<file path="config.mk">
export PLATFORM = sky130hd
export DESIGN_NAME = mem_store_buffer
export DESIGN_NICKNAME = d
export VERILOG_FILES = /design/src/rtl/mem_pkg.sv /design/src/rtl/sb_fifo.sv /design/src/rtl/mem_store_buffer.sv
export SDC_FILE = /design/constraint.sdc
export NUM_CORES = 1
export LEC_CHECK = 0
export CAP_MARGIN = 20
export CORE_MARGIN = 5
export CORE_UTILIZATION = 40
export CTS_BUF_LIST = sky130_fd_sc_hd__clkbuf_4
export DETAILED_ROUTE_END_ITERATION = 8
export PLACE_DENSITY = 0.74
export SLEW_MARGIN = 20
export SYNTH_ARGS = -nofsm -noshare
export SYNTH_HDL_FRONTEND = slang
export SYNTH_SLANG_ARGS = --single-unit
export TNS_END_PERCENT = 10
</file>
<file path="constraint.sdc">
create_clock -name clk -period 4.84 [get_ports clk]
set_clock_uncertainty 0.1 [all_clocks]
set_input_delay 0.484 -clock clk [delete_from_list [all_inputs] [get_ports clk]]
set_output_delay 0.484 -clock clk [all_outputs]
set_load 0.02 [all_outputs]
</file>
<file path="src/rtl/mem_pkg.sv">
// rtl/mem_pkg.sv - shared widths, access modes and store-buffer entry type
package mem_pkg;

    localparam int BYTE_BITS  = 8;
    localparam int HWORD_BITS = 16;
    localparam int WORD_BITS  = 32;
    localparam int DWORD_BITS = 64;

    localparam int SB_ADDR_BITS = 20;
    localparam int SB_DATA_BITS = DWORD_BITS;

    // funct3 load/store access mode
    typedef enum logic [2:0] {
        MODE_B  = 3'b000,
        MODE_H  = 3'b001,
        MODE_W  = 3'b010,
        MODE_D  = 3'b011,
        MODE_BU = 3'b100,
        MODE_HU = 3'b101,
        MODE_WU = 3'b110
    } mode_e;

    // Store buffer entry at the default geometry
    typedef struct packed {
        logic [SB_ADDR_BITS-1:0] addr;
        logic [2:0]              mode;
        logic [SB_DATA_BITS-1:0] wdata;
    } sb_entry_t;

endpackage

</file>
<file path="src/rtl/sb_fifo.sv">
// rtl/sb_fifo.sv - in-order store FIFO with per-entry address compare
//
// Ports:
//   clk, rst                  clock, synchronous active-high reset
//   push, push_addr/mode/wdata enqueue one store at tail
//   pop                       retire the head entry
//   cmp_addr, hit             any valid entry targets cmp_addr
//   count                     number of pending entries
//   head_addr/mode/wdata      oldest pending entry
module sb_fifo
    import mem_pkg::*;
#(
    parameter int MEM_BITS  = SB_ADDR_BITS,
    parameter int DATA_SIZE = SB_DATA_BITS,
    parameter int DEPTH     = 4,
    localparam int AW       = $clog2(DEPTH),
    localparam int CW       = AW + 1
) (
    input  logic                 clk,
    input  logic                 rst,
    input  logic                 push,
    input  logic [MEM_BITS-1:0]  push_addr,
    input  logic [2:0]           push_mode,
    input  logic [DATA_SIZE-1:0] push_wdata,
    input  logic                 pop,
    input  logic [MEM_BITS-1:0]  cmp_addr,
    output logic                 hit,
    output logic [CW-1:0]        count,
    output logic [MEM_BITS-1:0]  head_addr,
    output logic [2:0]           head_mode,
    output logic [DATA_SIZE-1:0] head_wdata
);

    typedef struct packed {
        logic [MEM_BITS-1:0]  addr;
        logic [2:0]           mode;
        logic [DATA_SIZE-1:0] wdata;
    } entry_t;

    entry_t            entries [DEPTH];
    logic [DEPTH-1:0]  valid;
    logic [DEPTH-1:0]  match;
    logic [AW-1:0]     head;
    logic [AW-1:0]     tail;

    // Payload carries no reset: valid bits alone decide what is pending.
    always_ff @(posedge clk) begin
        if (push) begin
            entries[tail] <= '{addr: push_addr, mode: push_mode, wdata: push_wdata};
        end
    end

    // push and pop never target the same slot: push needs a non-full
    // buffer and pop a non-empty one, so head != tail whenever both fire.
    always_ff @(posedge clk) begin
        if (rst) begin
            head  <= '0;
            tail  <= '0;
            count <= '0;
            valid <= '0;
        end else begin
            if (push) begin
                valid[tail] <= 1'b1;
                tail        <= tail + AW'(1);
            end
            if (pop) begin
                valid[head] <= 1'b0;
                head        <= head + AW'(1);
            end
            count <= count + CW'(push) - CW'(pop);
        end
    end

    // Mode is ignored: any pending store to the same index is a conflict.
    always_comb begin
        match = '0;
        for (int i = 0; i < DEPTH; i++) begin
            match[i] = valid[i] && (entries[i].addr == cmp_addr);
        end
    end

    assign hit        = |match;
    assign head_addr  = entries[head].addr;
    assign head_mode  = entries[head].mode;
    assign head_wdata = entries[head].wdata;

endmodule

</file>
<file path="src/rtl/mem_store_buffer.sv">
// rtl/mem_store_buffer.sv - store buffer between MEM stage and data memory
//
// Ports:
//   clk, rst                        clock, synchronous active-high reset
//   req_valid/we/addr/mode/wdata    MEM-stage request (we=1 store)
//   req_ready                       request accepted this cycle
//   load_valid, load_data           registered load result
//   sb_empty                        no pending stores
//   mem_we/address/mode/wdata       data memory port
//   mem_rdata                       data memory combinational read data
module mem_store_buffer
    import mem_pkg::*;
#(
    parameter int MEM_BITS  = SB_ADDR_BITS,
    parameter int DATA_SIZE = DWORD_BITS,
    parameter int DEPTH     = 4
) (
    input  logic                 clk,
    input  logic                 rst,
    input  logic                 req_valid,
    input  logic                 req_we,
    input  logic [MEM_BITS-1:0]  req_addr,
    input  logic [2:0]           req_mode,
    input  logic [DATA_SIZE-1:0] req_wdata,
    output logic                 req_ready,
    output logic                 load_valid,
    output logic [DATA_SIZE-1:0] load_data,
    output logic                 sb_empty,
    output logic                 mem_we,
    output logic [MEM_BITS-1:0]  mem_address,
    output logic [2:0]           mem_mode,
    output logic [DATA_SIZE-1:0] mem_wdata,
    input  logic [DATA_SIZE-1:0] mem_rdata
);

    localparam int CW = $clog2(DEPTH) + 1;
    localparam logic [CW-1:0] FULL = CW'(DEPTH);

    logic                 hit;
    logic [CW-1:0]        count;
    logic [MEM_BITS-1:0]  head_addr;
    logic [2:0]           head_mode;
    logic [DATA_SIZE-1:0] head_wdata;

    logic full;
    logic load_owns_port;
    logic load_go;
    logic store_go;
    logic drain;

    assign full           = (count == FULL);
    assign load_owns_port = req_valid && !req_we && !hit;
    assign load_go        = load_owns_port && !full;
    assign store_go       = req_valid && req_we && !full;
    // A full buffer always drains, so back-to-back loads cannot starve it.
    assign drain          = full || (!load_owns_port && (count != '0));

    assign req_ready = load_go || store_go;
    assign sb_empty  = (count == '0);

    // Gated by rst so a store discarded by reset never reaches memory.
    assign mem_we      = drain && !rst;
    assign mem_address = drain ? head_addr  : req_addr;
    assign mem_mode    = drain ? head_mode  : req_mode;
    assign mem_wdata   = drain ? head_wdata : req_wdata;

    sb_fifo #(
        .MEM_BITS  (MEM_BITS),
        .DATA_SIZE (DATA_SIZE),
        .DEPTH     (DEPTH)
    ) u_fifo (
        .clk        (clk),
        .rst        (rst),
        .push       (store_go),
        .push_addr  (req_addr),
        .push_mode  (req_mode),
        .push_wdata (req_wdata),
        .pop        (drain),
        .cmp_addr   (req_addr),
        .hit        (hit),
        .count      (count),
        .head_addr  (head_addr),
        .head_mode  (head_mode),
        .head_wdata (head_wdata)
    );

    always_ff @(posedge clk) begin
        if (rst) begin
            load_valid <= 1'b0;
            load_data  <= '0;
        end else begin
            load_valid <= load_go;
            if (load_go) begin
                load_data <= mem_rdata;
            end
        end
    end

endmodule
</file>
* Word-level counts from Yosys, hierarchy flattened *
Memories as Yosys holds them, arrays and structs flattened. A register that Yosys moved wholly into a read port is not among the register bits.
Cells that the tools add are included.

word-level totals
  input bits = 155
  register bits after elaboration = 76
  output and inout port bits = 155
  memories kept = 1
  memory bits (writable) = 348

memories
  memory          depth  bits a word  read ports  clocked after Yosys merged registers in  wr ports  line           text
  u_fifo.entries  4      87           5           1                                        1         sb_fifo.sv:40  entry_t entries [DEPTH];

cells by class
  $add $sub $neg = 4
  multiplexer cells = 14
  magnitude comparators = 4
  equality and inequality tests = 5
  bitwise gates (word level) = 3
  reductions and logical operators = 23

operators with widths
  cell                                                                   count
  20-bit == test                                                         4
  64-bit 2-to-1 mux                                                      1
  20-bit 2-to-1 mux                                                      1
  1-bit logical AND                                                      13
  4-bit 2-to-1 mux                                                       3
  2-bit by 3-bit < comparator with 1-bit output, second input constant   2
  1-bit zero test                                                        5
  2-bit by 1-bit adder with 2-bit output, second input constant          2
  4-bit bitwise AND                                                      1
  1-bit demux with 2-bit select                                          2
  2-bit by 1-bit >= comparator with 1-bit output, second input constant  2
  1-bit 2-to-1 mux                                                       4
  2-bit 2-to-1 mux                                                       2
  4-bit NOT                                                              1
  4-bit OR                                                               1
  4-bit OR reduction                                                     1
  3-bit by 1-bit adder with 3-bit output                                 1
  3-bit == test, second input constant                                   1
  3-bit zero test                                                        1
  3-bit 2-to-1 mux                                                       1
  3-bit nonzero test                                                     1
  3-bit by 1-bit subtractor with 3-bit output                            1
  1-bit logical OR                                                       2

* Longest topological paths before layout *
  depth in word-level cells = 10
  mapped depth = 16
  gate-level depth less buffers = 12

* Cells and area by module *
A second synthesis with hierarchy kept.

unflattened totals
  cells, all modules = 1,018
  area total of the unflattened synthesis = 18,084.8 um2

by module, submodules not included
  module            instances  cells each  area an instance (um2)
  sb_fifo           1          632         14,044.7
  mem_store_buffer  1          386         4,040.1

* Worst setup path before layout *
Ideal clock, no wire load.

  kind = register -> register
  start = register u_fifo.count[1]
  end = memory u_fifo.entries[0][0] (netlist name), enable pin
  data required time = 4.284 ns
  data arrival time = 2.978 ns
  path buffers = 1
  cell stages (with the launch flop) = 6
  path slack = 1.306 ns
  cell sequence = dfxtp_1 -> nor2_1 -> nand2_1 -> and3_1 -> clkbuf_1 -> and2_1

between the ends
  cells in the longest elaborated chain, start to end = 5

ends and longest elaborated chain
  element                                 line                    text
  start: declaration                      sb_fifo.sv:28           output logic [CW-1:0] count,
  start signal: assignment                sb_fifo.sv:70           count <= count + CW'(push) - CW'(pop);
  3-bit == test                           mem_store_buffer.sv:51  assign full = (count == FULL);
  1-bit zero test                         mem_store_buffer.sv:54  assign store_go = req_valid && req_we && !full;
  1-bit logical AND                       mem_store_buffer.sv:54
  via store_go                            mem_store_buffer.sv:48  logic store_go;
  1-bit 2-to-1 mux                        sb_fifo.sv:48           if (push) begin
  1-bit 2-to-1 mux (not written as such)  sb_fifo.sv:49           entries[tail] <= '{addr: push_addr, mode: push_mode, wdata: push_wdata};
  end: declaration                        sb_fifo.sv:40

The timed path passes the listed nets, and every way through them passes these cells.

==> results.md <==
- Post-synth EDFFs: around 350
- Data required, critical path: 4260 ps
- Asr flop ratio synth: 0
- Crit path DAT: ~3800 ps
- Pleak: between 7 and 8 nW
- First drt pass iteration count: 6
- Nets: about 1.6k
- Ys flop type: edfxtp_1
- Crit Path Class: register to output pin
- CP bufs+invs: 2
- Peak supply drop: 0.396 mV
- Vias in the first global route: 11.3k
- Max-Cap Viols: 0
- Avg Inst Size Synth: 17.0 µm²
- Antenna violations before repair: 4
- Final Critical Period: roughly 4400 ps
- Pwr/cell area: ~500 nW/µm²
- Via Count: 10.7k
- CTS H-tree lvls: 3
- Layout cell share with drive strength beyond 1: 0.250
- Layout area overhead: 28.3%
- First-pass GRT wire length: 64800 µm
- Synthesis-stage register bit count: about 430
- Non-Filler Instances: 2083
- Cells along the critical path: xor2_1 -> nor4_1 -> nand3_1 -> o22a_1 -> nand4_1 -> o21ba_4 -> buf_12 -> mux2_2 -> clkdlybuf4s50_1
- Most frequent cell after synthesis: edfxtp_1
- DR vias/cell: approximately 5.1
- Synth top area cells: edfxtp_1 (59%), mux4_2 (11%), dfxtp_1 (8.8%)
- Drc violations: 0
- Status: completed
- Mapped Cells: approximately 1.1k
- Routability cong.: roughly 0.8
- WL/cell: slightly above 20 µm
- Crit path launch type: register
- Latest clock arrival within the worst-skew pair: just under 900 ps
- Post-CTS setup repair buffer count: 0
- Seq/Total Area, Yosys: 0.674
- Worst path top cell family by delay: buffers and inverters
- Crit share post-route: 0.914
- Crit-path max cell delay: 540 ps
- Worst min-delay path category: primary input to register
- Largest net degree at the start of global routing: just under 80
- Final Util: 0.518
- # clock sinks: 426
- PortBufs: approximately 310
- Number of synthesis warnings: 0
- GR Util All Layers: 0.168
- Worst Tran Pin Value: 1000 ps
- Clock Tree Root: clkbuf_4
- Die Height: about 220 µm
- TNS Setup: 0 ps
- Global route overflow: 0
- Slew Viols, Final: 0
- Starting density of the core: 0.404
- Routed Antenna Nets: 0
- Netlist cell types: 35
- Worst slew margin: 0.333
- Clock-pin slew on the worst setup and hold paths: approximately 70 ps
- Slowest CP cell: clkdlybuf4s50_1
- Fmax: 0.226 GHz
- Post-synth top area cell: edfxtp_1
- Post-Syn Area: roughly 18000 µm²
- Initial drt markers: between 800 and 900
- Bufs on Longest Clock Path: 3
- Post_cts resized: 0
- # setup viols final: 0
- Final WS setup: ~420 ps
- Post-synth top area share: 0.587
- CTS tree: yes
- Routed wire length: between 40000 and 50000 µm
- CTS buffer count: approximately 110
- Core box area: roughly 44000 µm²
- Syn Nets: 1216
- IO Pins: 310
- Crit Path Max Fanout: 39
- Core Rows: just under 80
- Die X: between 200 and 250 µm
- Final hold violations: 0
- Unrepaired setup endpoints after global routing: false
- Worst slack at placement: about 430 ps
- Hold slack: 122 ps
- CP Capture Type: output pin
- Post-synth top cells: edfxtp_1 (348), mux4_2 (87), dfxtp_1 (78)
- Die area: 48800 µm²
- Number of instances in the placed design: about 1.9k
- Detail Placement HPWL: between 20000 and 30000 µm
[state kept, by name, summed over array words and instances, names as in the netlist, named ones only]
register and count:
u_fifo.entries 348, load_valid 1, u_fifo.tail 2, load_data 64, u_fifo.count 3, u_fifo.valid 4
u_fifo.head 2
[placed cells by master, fill, tap and decap left out, drive strengths merged, types with 10 or more instances in the layout]
cell           count
clkbuf           156
xnor2             37
nor2              11
mux2              89
xor2              46
clkinv            34
ha                10
nand3             68
nor4              12
buf               20
a21oi             64
clkdlybuf4s50    308
inv               10
dfxtp             78
mux4              87
o21ai             64
nand4             11
edfxtp           348
[path summary, 6_finish.rpt]
kind	to	cells past startpoint	start	slack (ps)
max reg2reg	u_fifo.count[1]$_SDFF_PP0_	12	u_fifo.entries[2][72]$_DFFE_PP_	1520
min	load_data[33]$_SDFFE_PP0P_	3	mem_rdata[33]	120
max	mem_wdata[63]	9	u_fifo.entries[2][72]$_DFFE_PP_	420
min reg2reg	load_data[7]$_SDFFE_PP0P_	2	load_data[7]$_SDFFE_PP0P_	370
[through the flow]
stage          cell area, µm²  total power [mW]
4_1_cts                 22900              11.9
5_1_grt                 22900              12.4
3_3_place_gp            21400              8.90
2_1_floorplan           17800              7.26
3_5_place_dp            21400              8.92
6_report                22900              11.7
[worst register-to-register path, cell delays in order (launching register included)]
cell      delay (ps)
edfxtp_1         400
xor2_1           170
nor4_1           450
nand3_1          160
o22a_1           240
nand4_1          120
o21ba_4          210
buf_12           230
ha_1             280
inv_1             50
ha_1             160
fa_1             410
nor2b_1          130
[logic make-up after synthesis]
group                      Yosys count  synth area share
AOI/OAI and AO/OA                  134            0.0387
xor gates and xnor gates            83            0.0408
adders and majority gates           11           0.00815
buffers and inverters               97            0.0284
DFF                                426             0.674
muxes                              178             0.174
and+or+nand+nor                    121            0.0358
[area by class of cell]
| cell class | count | area [µm²] |
|---|---|---|
| Sequential cell | 426 | 12000 |
| Antenna cell | 3 | 7.51 |
| Fill cell | 3737 | 21300 |
| Clock buffer | 156 | 1170 |
| Timing Repair Buffer | 333 | 3390 |
| Tap cell | 592 | 741 |
| Multi-Input combinational cell | 527 | 5310 |
| Inverter | 8 | 30.0 |
| Clock inverter | 38 | 183 |
[where the power goes]
part	total, mW	internal, mW	switching (mW)	leakage (nW)
Combinational	4.41	2.32	2.10	2.94
Clock	2.95	1.49	1.45	0.806
Sequential	4.38	4.17	0.202	3.79
[timing repair]
item / in CTS / in global routing
hold buffers: 5 / 0
hold endpoints to repair: 5 / 0
endpoints found under the setup margin: 0 / 0
[layer usage]
layer	global-route usage	vias up	wire [µm]	part of all wire
met2	0.274	413	20700	0.49
li1	-	4874	-	-
met1	0.213	5368	17400	0.41
met3	0.0497	63	3070	0.073
met4	0.0644	2	929	0.022
met5	0	-	7	0.00017
(Power assumes the default switching activity.)
